File: config.mk
export PLATFORM = sky130hd
export DESIGN_NAME = axi_lite_initiator
export DESIGN_NICKNAME = d
export VERILOG_FILES = /design/src/rtl/axi_lite_initiator.sv
export SDC_FILE = /design/constraint.sdc
export NUM_CORES = 1
export LEC_CHECK = 0
export BUFFER_PORTS_ARGS = -buffer_cell sky130_fd_sc_hd__buf_2
export CAP_MARGIN = 10
export CORE_MARGIN = 4
export CORE_UTILIZATION = 49
export DETAILED_ROUTE_END_ITERATION = 7
export PLACE_DENSITY = 0.88
export SLEW_MARGIN = 20
export SYNTH_ARGS = -nofsm -noshare
export SYNTH_HDL_FRONTEND = slang
export SYNTH_SLANG_ARGS = --single-unit
File: constraint.sdc
create_clock -name clk -period 2 [get_ports clk]
set_input_delay 0.3 -clock clk [delete_from_list [all_inputs] [get_ports clk]]
set_output_delay 0.3 -clock clk [all_outputs]
set_load 0.01 [all_outputs]
File: src/rtl/axi_lite_initiator.sv
// axi_lite_initiator: single-outstanding AXI-lite initiator with a per-wait watchdog
// Ports:
//   clk, reset_n                  clock, asynchronous active-low reset
//   cmd_valid/cmd_ready           local command handshake; cmd_write/cmd_addr/cmd_wdata describe it
//   rsp_valid/rsp_rdata/rsp_err   one-cycle completion strobe, read data, status (00 ok, 01 slave err, 10 timeout)
//   m_ar*/s_ar*, s_r*/m_rready    read address and read data channels
//   m_aw*/s_awready, m_w*/s_wready, s_b*/m_bready   write address, write data and write response channels
module axi_lite_initiator #(
  parameter int ADDR_W  = 4,
  parameter int DATA_W  = 8,
  parameter int TIMEOUT = 255
) (
  input  logic              clk,
  input  logic              reset_n,
  input  logic              cmd_valid,
  output logic              cmd_ready,
  input  logic              cmd_write,
  input  logic [ADDR_W-1:0] cmd_addr,
  input  logic [DATA_W-1:0] cmd_wdata,
  output logic              rsp_valid,
  output logic [DATA_W-1:0] rsp_rdata,
  output logic [1:0]        rsp_err,
  output logic              m_arvalid,
  output logic [ADDR_W-1:0] m_araddr,
  input  logic              s_arready,
  input  logic              s_rvalid,
  input  logic [DATA_W-1:0] s_rdata,
  input  logic [1:0]        s_rresp,
  output logic              m_rready,
  output logic              m_awvalid,
  output logic [ADDR_W-1:0] m_awaddr,
  input  logic              s_awready,
  output logic              m_wvalid,
  output logic [DATA_W-1:0] m_wdata,
  input  logic              s_wready,
  input  logic              s_bvalid,
  input  logic [1:0]        s_bresp,
  output logic              m_bready
);
  localparam int WD_W = TIMEOUT > 0 ? $clog2(TIMEOUT + 1) : 1;
  typedef enum logic [2:0] {IDLE, RD_ADDR, RD_DATA, WR_ADDR_DATA, WR_RESP, DONE} state_t;
  state_t state, state_nx;
  logic [ADDR_W-1:0] addr;
  logic [DATA_W-1:0] wdata;
  logic [WD_W-1:0] wd;
  logic aw_done, w_done;
  logic accept, ar_hs, r_hs, aw_hs, w_hs, b_hs, progress, wait_st, abort;
  assign accept   = cmd_valid && cmd_ready;
  assign ar_hs    = m_arvalid && s_arready;
  assign r_hs     = m_rready && s_rvalid;
  assign aw_hs    = m_awvalid && s_awready;
  assign w_hs     = m_wvalid && s_wready;
  assign b_hs     = m_bready && s_bvalid;
  assign progress = ar_hs || r_hs || aw_hs || w_hs || b_hs;
  assign wait_st  = state inside {RD_ADDR, RD_DATA, WR_ADDR_DATA, WR_RESP};
  // a handshake landing on the expiry cycle wins: the responder already took the beat
  assign abort    = TIMEOUT != 0 && wait_st && wd == WD_W'(TIMEOUT) && !progress;
  assign m_araddr = addr;
  assign m_awaddr = addr;
  assign m_wdata  = wdata;
  always_ff @(posedge clk or negedge reset_n)
    if (!reset_n) state <= IDLE;
    else state <= state_nx;
  always_comb begin
    state_nx = state;
    case (state)
      IDLE:         state_nx = accept ? (cmd_write ? WR_ADDR_DATA : RD_ADDR) : IDLE;
      RD_ADDR:      state_nx = ar_hs ? RD_DATA : abort ? DONE : RD_ADDR;
      RD_DATA:      state_nx = r_hs || abort ? DONE : RD_DATA;
      WR_ADDR_DATA: state_nx = (aw_done || aw_hs) && (w_done || w_hs) ? WR_RESP : abort ? DONE : WR_ADDR_DATA;
      WR_RESP:      state_nx = b_hs || abort ? DONE : WR_RESP;
      default:      state_nx = IDLE;
    endcase
  end
  // outputs decode the registered state, so reset clears every valid/ready asynchronously
  always_comb begin
    cmd_ready = state == IDLE;
    m_arvalid = state == RD_ADDR;
    m_rready  = state == RD_DATA;
    m_awvalid = state == WR_ADDR_DATA && !aw_done;
    m_wvalid  = state == WR_ADDR_DATA && !w_done;
    m_bready  = state == WR_RESP;
    rsp_valid = state == DONE;
  end
  always_ff @(posedge clk or negedge reset_n)
    if (!reset_n) begin
      addr      <= '0;
      wdata     <= '0;
      aw_done   <= 1'b0;
      w_done    <= 1'b0;
      wd        <= '0;
      rsp_rdata <= '0;
      rsp_err   <= 2'b00;
    end else begin
      if (accept) begin
        addr    <= cmd_addr;
        wdata   <= cmd_wdata;
        aw_done <= 1'b0;
        w_done  <= 1'b0;
      end
      if (aw_hs) aw_done <= 1'b1;
      if (w_hs) w_done <= 1'b1;
      wd <= state_nx != state || progress ? '0 : wait_st ? wd + 1'b1 : wd;
      if (r_hs) begin
        rsp_rdata <= s_rdata;
        rsp_err   <= {1'b0, s_rresp != 2'b00};
      end
      if (b_hs) rsp_err <= {1'b0, s_bresp != 2'b00};
      if (abort) rsp_err <= 2'b10;
    end
endmodule

==> metrics.csv, run 1 <==
stage,metric,value,unit
run_status,status,"finished, final reports clean",
setup_path,CP Data Required Time,1.70,ns
finish,"commonest non-fill, non-tap cell in the layout",buf_2,
grt,grt total ovfl,0,
synth,Syn Inst Count,165,
place,Setup WS pre-CTS,0.0892,ns
place,DP Area,2170,sq um
floorplanning,Die X,69.0,um
synth,syn_area_per_cell,11.0,sq um
sta,final setup vio count,0,
setup_path,crit end category,primary output,
setup_path,crit path max fanout,13,
setup_path,Crit path max-delay family,flip-flops,
synth,post-synthesis register bit count,35,
floorplanning,Core Area,3470,sq um
place,I/O Buffers,65,
floorplanning,Top Ports,66,
grt,vias in the first global route,1562,
setup_path,"Cell Chain, Critical Path",inv_1 -> nor2_1 -> nand2_1 -> nor2_1 -> buf_2,
setup_path,type of origin of the critical path,flop,
finish,# fillers,305,
cts,CTS tree,yes,
place,post-detail-place hpwl,3180,um
sta,Final WS setup,0.178,ns
pwr,maximum vdd drop,0.780,mV
setup_path,most frequent CP cell,nor2_1,
setup_path,Worst Setup Path Type,flop to primary output,
floorplanning,row cnt,21,
grt,GRT Util Overall,0.203,
floorplanning,Starting Density,0.525,
finish,Area growth syn-to-layout,23.9,%
setup_path,crit path from,state[0]$_DFF_PN0_,
setup_path,Slowest cell on crit path,dfrtp_2,
cts,Num Clock Sinks,35,
cts,clk_lat worst skew,0.29,ns
routing,DRC,0,
finish,Util after Layout,0.651,
synth,post-synthesis sequential area ratio,0.481,
min_path,Hold Crit Class,input pin to asynchronous set/reset pin,
finish,post-route cell area,2260,sq um
cts,clock-pin slew on the worst setup and hold paths,0.07,ns
synth,Syn. warnings,0,
job,MaxCap Viol Count,0,
routing,post-route ant nets,0,
sta,setup TNS,0,ns
sta,Slew @ Worst Pin,0.788,ns
finish,fraction of layout instances using a drive strength above 1,0.468,
pwr,Power Density,1480,nW/um^2
setup_path,CP Data Arrival Time,1.52,ns
routing,DRT iter0 DRCs,114,
sta,Max Fclk,0.549,GHz
routing,Vias,1539,
pwr,total power,0.00333,W
setup_path,CP max stage delay,0.52,ns
cts,CTS Hold Bufs,0,
finish,most frequent cells in the layout,"65 x buf_2, 32 x dfrtp_1, 21 x mux2_2",
grt,largest net degree at the start of global routing,36,
routing,WL/cell,15.3,um
pwr,Leak,1.08,nW
grt,antenna violations before repair,0,
sta,period utilization,0.911,
sta,Clock Skew,0.00475,ns
sta,Max transition margin,0.475,
sta,Hold Fails Final Rpt,0,
synth,Post-Syn Area,1820,sq um
setup_path,buffers plus inverters on the worst setup path,2,
floorplanning,Vert. Die Dim,69.0,um
finish,NumNets Final,266,
sta,unrepaired setup endpoints after global routing,false,
synth,syn_nets,199,
floorplanning,die area,4760,sq um
sta,max-slew violation count,0,
cts,CTS H-tree depth,2,
routing,router iterations before antenna repair,4,
routing,vias per cell,5.52,
cts,Num CTS Buffers,5,
place,Routability Congestion,0.881,
setup_path,Worst R2R Start,state[2]$_DFF_PN0_,
routing,Detailed Route WL,4260,um
finish,Diodes inserted,0,
synth,Synth cell types,45,
cts,Max Buffers Root-to-Sink,2,
sta,fin crit period,1.82,ns
cts,root buf cell,clkbuf_8,
grt,first-pass GRT wire length,7040,um
[registers in the layout, summed over array words and instances (netlist names)]
register   count
aw_done        1
rsp_rdata      8
wd             8
m_araddr       4
w_done         1
m_wdata        8
state          3
rsp_err        2
[area by class of cell]
class	count	area [sq um]	share of cell area
Multi-Input combinational cell	115	846	0.375
Timing Repair Buffer	72	378	0.167
Clock buffer	6	72.6	0.0322
Tap cell	46	57.6	0.0255
Inverter	3	11.3	0.00499
Clock inverter	2	12.5	0.00554
Sequential cell	35	880	0.390
[cell usage after synthesis (all sizes together)]
library cell,instances,area share
a211o,1,0.0048
a211oi,2,0.011
a21o,1,0.0041
a21oi,5,0.014
a2bb2oi,1,0.0048
a311o,1,0.0055
a311oi,1,0.0048
a31oi,3,0.014
and2,1,0.0034
and2b,1,0.0041
and3,4,0.014
and3b,1,0.0048
and4,1,0.0048
and4bb,1,0.0069
buf,11,0.047
clkbuf,1,0.0021
dfrtp,35,0.48
ha,1,0.0069
inv,3,0.0062
mux2,21,0.13
mux2i,2,0.011
nand2,7,0.014
nand2b,4,0.014
nand3,1,0.0027
nand3b,3,0.012
nand4,3,0.010
nor2,12,0.025
nor2b,2,0.0069
nor3,9,0.031
o2111ai,1,0.0048
o211a,1,0.0055
o211ai,2,0.011
o21ai,12,0.033
o22a,1,0.0048
o22ai,1,0.0034
or2,1,0.0034
xnor2,3,0.014
xor2,4,0.019
[path summary, 6_finish.rpt]
path	cells past startpoint	end	slack (ns)
setup / recovery	5	m_awvalid	0.18
hold reg to reg	1	rsp_err[1]$_DFFE_PN0P_	0.48
max in group asynchronous	1	state[1]$_DFF_PN0_	1.36
setup reg to reg	5	wd[5]$_DFFE_PN0P_	0.18
min in group clk	2	m_wdata[5]$_DFFE_PN0P_	0.24
hold / removal	1	rsp_rdata[6]$_DFFE_PN0P_	0.09
[power breakdown]
group | total (W) | switching [W] | internal (W) | leakage, nW
Combinational | 0.00157 | 0.000791 | 0.000780 | 0.607
Sequential | 0.00126 | 0.000263 | 0.000994 | 0.431
Clock | 0.000506 | 0.000263 | 0.000243 | 0.0412
[kinds of logic (layout without fill, tap and decap cells)]
group	Yosys count	after routing	synth area share
AND/OR/NAND/NOR	51	51	0.157
buffers and inverters	15	83	0.0556
AO/OA/AOI/OAI	33	33	0.125
XOR/XNOR	7	7	0.0337
adder cells (fa/ha/maj)	1	1	0.00687
flip-flops	35	35	0.481
multiplexers	23	23	0.141
[metrics by stage]
| step | hold slack, ns | cells |
|---|---|---|
| 2_1_floorplan | 0.00441 | 165 |
| 3_3_place_gp | 0.423 | 271 |
| 3_5_place_dp | 0.423 | 271 |
| 4_1_cts | 0.109 | 279 |
| 5_1_grt | 0.133 | 279 |
| 6_report | 0.0919 | 279 |
[per-layer routing]
metal | vias up | track usage | part of all wire
met5 | - | 0 | 0
li1 | 730 | - | -
met4 | 0 | 0.0949 | 0.022
met2 | 67 | 0.317 | 0.48
met3 | 9 | 0.0665 | 0.084
met1 | 733 | 0.255 | 0.41
[worst register-to-register path, cell delays in order, from the launching register on]
cell	delay [ns]
dfrtp_2	0.52
nand2b_1	0.22
a211o_1	0.24
a211oi_1	0.30
o211ai_2	0.23
nor3_1	0.22
[what timing repair did]
| item | in CTS | in global routing |
|---|---|---|
| buffers inserted | 0 | 0 |
| gates resized for setup | 0 | 4 |
| setup endpoints to repair | 0 | 20 |
(Power assumes the default switching activity.)
==> inputs of run 2 (changes only) <==
--- a/config.mk
+++ b/config.mk
@@ -8,9 +8,9 @@
 export BUFFER_PORTS_ARGS = -buffer_cell sky130_fd_sc_hd__buf_2
 export CAP_MARGIN = 10
 export CORE_MARGIN = 4
-export CORE_UTILIZATION = 49
+export CORE_UTILIZATION = 35
 export DETAILED_ROUTE_END_ITERATION = 7
-export PLACE_DENSITY = 0.88
+export PLACE_DENSITY = 0.71
 export SLEW_MARGIN = 20
 export SYNTH_ARGS = -nofsm -noshare
 export SYNTH_HDL_FRONTEND = slang
==> constraint.sdc (replaced) <==
create_clock -name clk -period 1.6 [get_ports clk]
set_input_delay 0.24 -clock clk [delete_from_list [all_inputs] [get_ports clk]]
set_output_delay 0.24 -clock clk [all_outputs]
set_load 0.01 [all_outputs]
==> run 2 against run 1 <==
  * The run now ends with hold timing, setup timing left
  * Clock-buffer cell count rose by 1
  * Via count rose by 7.3%
  * First-iteration DRC count rose by 21%
  * Hold slack got worse by 0.11 ns
  * Critical path type is now flop to flop
  * Critical endpoint is now state[2]$_DFF_PN0_
  * Largest power group unchanged
  * Highest routed layer unchanged
==> metrics.csv, run 2 (synthesis gave the netlist of run 1 again) <==
stage,metric,value,unit,change
floorplanning,Top Ports,66,,unchanged
setup_path,CP max stage delay,0.45,ns,was 0.52 ns
floorplanning,Vert. Die Dim,80.1,um,was 69.0 um
cts,CTS tree,yes,,unchanged
finish,fraction of layout instances using a drive strength above 1,0.621,,was 0.468
grt,GRT Util Overall,0.155,,was 0.203
finish,Area growth syn-to-layout,51.1,%,was 23.9%
cts,Max Buffers Root-to-Sink,2,,unchanged
floorplanning,die area,6420,sq um,was 4760 sq um
cts,root buf cell,clkbuf_8,,unchanged
min_path,Hold Crit Class,input pin to asynchronous set/reset pin,,unchanged
job,MaxCap Viol Count,0,,unchanged
floorplanning,row cnt,25,,was 21
sta,period utilization,1.08,,
sta,max-slew violation count,0,,unchanged
cts,clk_lat worst skew,0.28,ns,was 0.29 ns
routing,post-route ant nets,0,,unchanged
routing,Vias,1651,,"was 1,539"
setup_path,CP Data Arrival Time,1.89,ns,was 1.52 ns
sta,Slew @ Worst Pin,0.446,ns,was 0.788 ns
sta,final setup vio count,13,,was 0
grt,first-pass GRT wire length,7820,um,was 7040 um
setup_path,type of origin of the critical path,flop,,unchanged
sta,Hold WS,-0.0156,ns,was 0.0919 ns
routing,WL met1,2110,um,was 1750 um
routing,DR WL met2,2400,um,was 2060 um
setup_path,CP Data Required Time,1.77,ns,was 1.70 ns
floorplanning,Starting Density,0.373,,was 0.525
sta,Final WS setup,-0.124,ns,was 0.178 ns
floorplanning,Core Area,4880,sq um,was 3470 sq um
pwr,Power Density,1840,nW/um^2,was 1480 nW/um^2
sta,Max Fclk,0.580,GHz,
routing,Detailed Route WL,4880,um,was 4260 um
routing,vias per cell,4.91,,was 5.52
sta,Hold Fails Final Rpt,34,,was 0
cts,Num CTS Buffers,5,,unchanged
finish,"commonest non-fill, non-tap cell in the layout",buf_2,,unchanged
place,Routability Congestion,0.814,,was 0.881
setup_path,Worst Setup Path Type,flop to flop,,was flop to primary output
sta,Max transition margin,0.702,,was 0.475
finish,Diodes inserted,0,,unchanged
floorplanning,Die X,80.1,um,was 69.0 um
routing,DRC,0,,unchanged
cts,Num Clock Sinks,35,,unchanged
routing,DRT iter0 DRCs,138,,was 114
pwr,total power,0.00505,W,was 0.00333 W
grt,antenna violations before repair,0,,unchanged
place,post-detail-place hpwl,3440,um,was 3180 um
place,Setup WS pre-CTS,-0.200,ns,was 0.0892 ns
grt,grt total ovfl,0,,unchanged
cts,CTS Hold Bufs,0,,unchanged
routing,WL met3,314,um,was 358 um
setup_path,Slowest cell on crit path,dfrtp_2,,unchanged
finish,most frequent cells in the layout,"65 x buf_2, 32 x dfrtp_1, 32 x buf_4",,"was 65 x buf_2, 32 x dfrtp_1, 21 x mux2_2"
pwr,maximum vdd drop,0.864,mV,was 0.780 mV
run_status,failing checks,"hold timing, setup timing",,
finish,NumNets Final,302,,was 266
place,I/O Buffers,65,,unchanged
sta,fin crit period,1.72,ns,
pwr,Leak,1.30,nW,was 1.08 nW
routing,WL/cell,14.5,um,was 15.3 um
setup_path,worst reg-to-reg path cell count,5,,unchanged
sta,unrepaired setup endpoints after global routing,true,,was false
grt,largest net degree at the start of global routing,36,,unchanged
setup_path,"Cell Chain, Critical Path",nand2b_2 -> a311o_1 -> a31oi_4 -> o21ai_4 -> or2_1,,was inv_1 -> nor2_1 -> nand2_1 -> nor2_1 -> buf_2
setup_path,crit path max fanout,6,,was 13
routing,router iterations before antenna repair,4,,unchanged
grt,vias in the first global route,1721,,"was 1,562"
run_status,status,"finished, violations left",,"was finished, final reports clean"
setup_path,crit end category,flop,,was primary output
cts,clock-pin slew on the worst setup and hold paths,0.07,ns,about the same
routing,Max Used Layer,met4,,unchanged
sta,Clock Skew,0.00166,ns,was 0.00475 ns
cts,CTS H-tree depth,2,,unchanged
[run 2: path summary, 6_finish.rpt]
path,start,to,slack [ns]
setup / recovery,state[2]$_DFF_PN0_,state[2]$_DFF_PN0_,-0.12
min in group clk,s_rdata[3],rsp_rdata[3]$_DFFE_PN0P_,0.19
max in group asynchronous,reset_n,state[1]$_DFF_PN0_,1.27
hold reg to reg,rsp_err[1]$_DFFE_PN0P_,rsp_err[1]$_DFFE_PN0P_,0.49
hold / removal,reset_n,wd[0]$_DFFE_PN0P_,-0.02
setup reg to reg,state[2]$_DFF_PN0_,state[2]$_DFF_PN0_,-0.12
[run 2: layer usage]
layer  track usage  vias up
met5             0        -
met4        0.0541        0
met3        0.0448        5
met2         0.256       53
met1         0.192      789
li1              -      804
[run 2: final cells by class]
cell class                 instances  area, sq um
fill                             417         2130
clock inverter                     1         8.76
tap                               67         83.8
multi-input combinational        115          982
sequential                        35          880
clock buffer                       7         86.3
inverter                           3         13.8
timing repair buffer             108          698
[run 2: timing repair]
item / in CTS / in global routing
gates resized for setup: 21 / 22
setup endpoints to repair: 38 / 39
pin swaps: 8 / 3
endpoints found under the hold margin: 0 / 0
buffers inserted: 10 / 0
[run 2: power by group]
group | leakage (nW) | switching (W) | internal, W
sequential | 0.431 | 0.000234 | 0.00124
clock | 0.0484 | 0.000310 | 0.000352
combinational | 0.823 | 0.00141 | 0.00150
[run 2: critical path: cells and delay by family, from the launching register on]
family          cells  cell delay [ns]
compound gates      3             0.69
flops               1             0.45
simple gates        2             0.48
[run 2: stage by stage]
step                      utilization  instance area (sq um)  TNS (ns)  std cells
after floorplan                     -                   1830    -0.667        165
after global placement          0.494                   2410     -1.67        318
after detailed placement        0.494                   2410     -2.38        318
after CTS                       0.545                   2660    -0.356        336
after global routing            0.564                   2750     -2.25        336
final                           0.564                   2750    -0.768        336
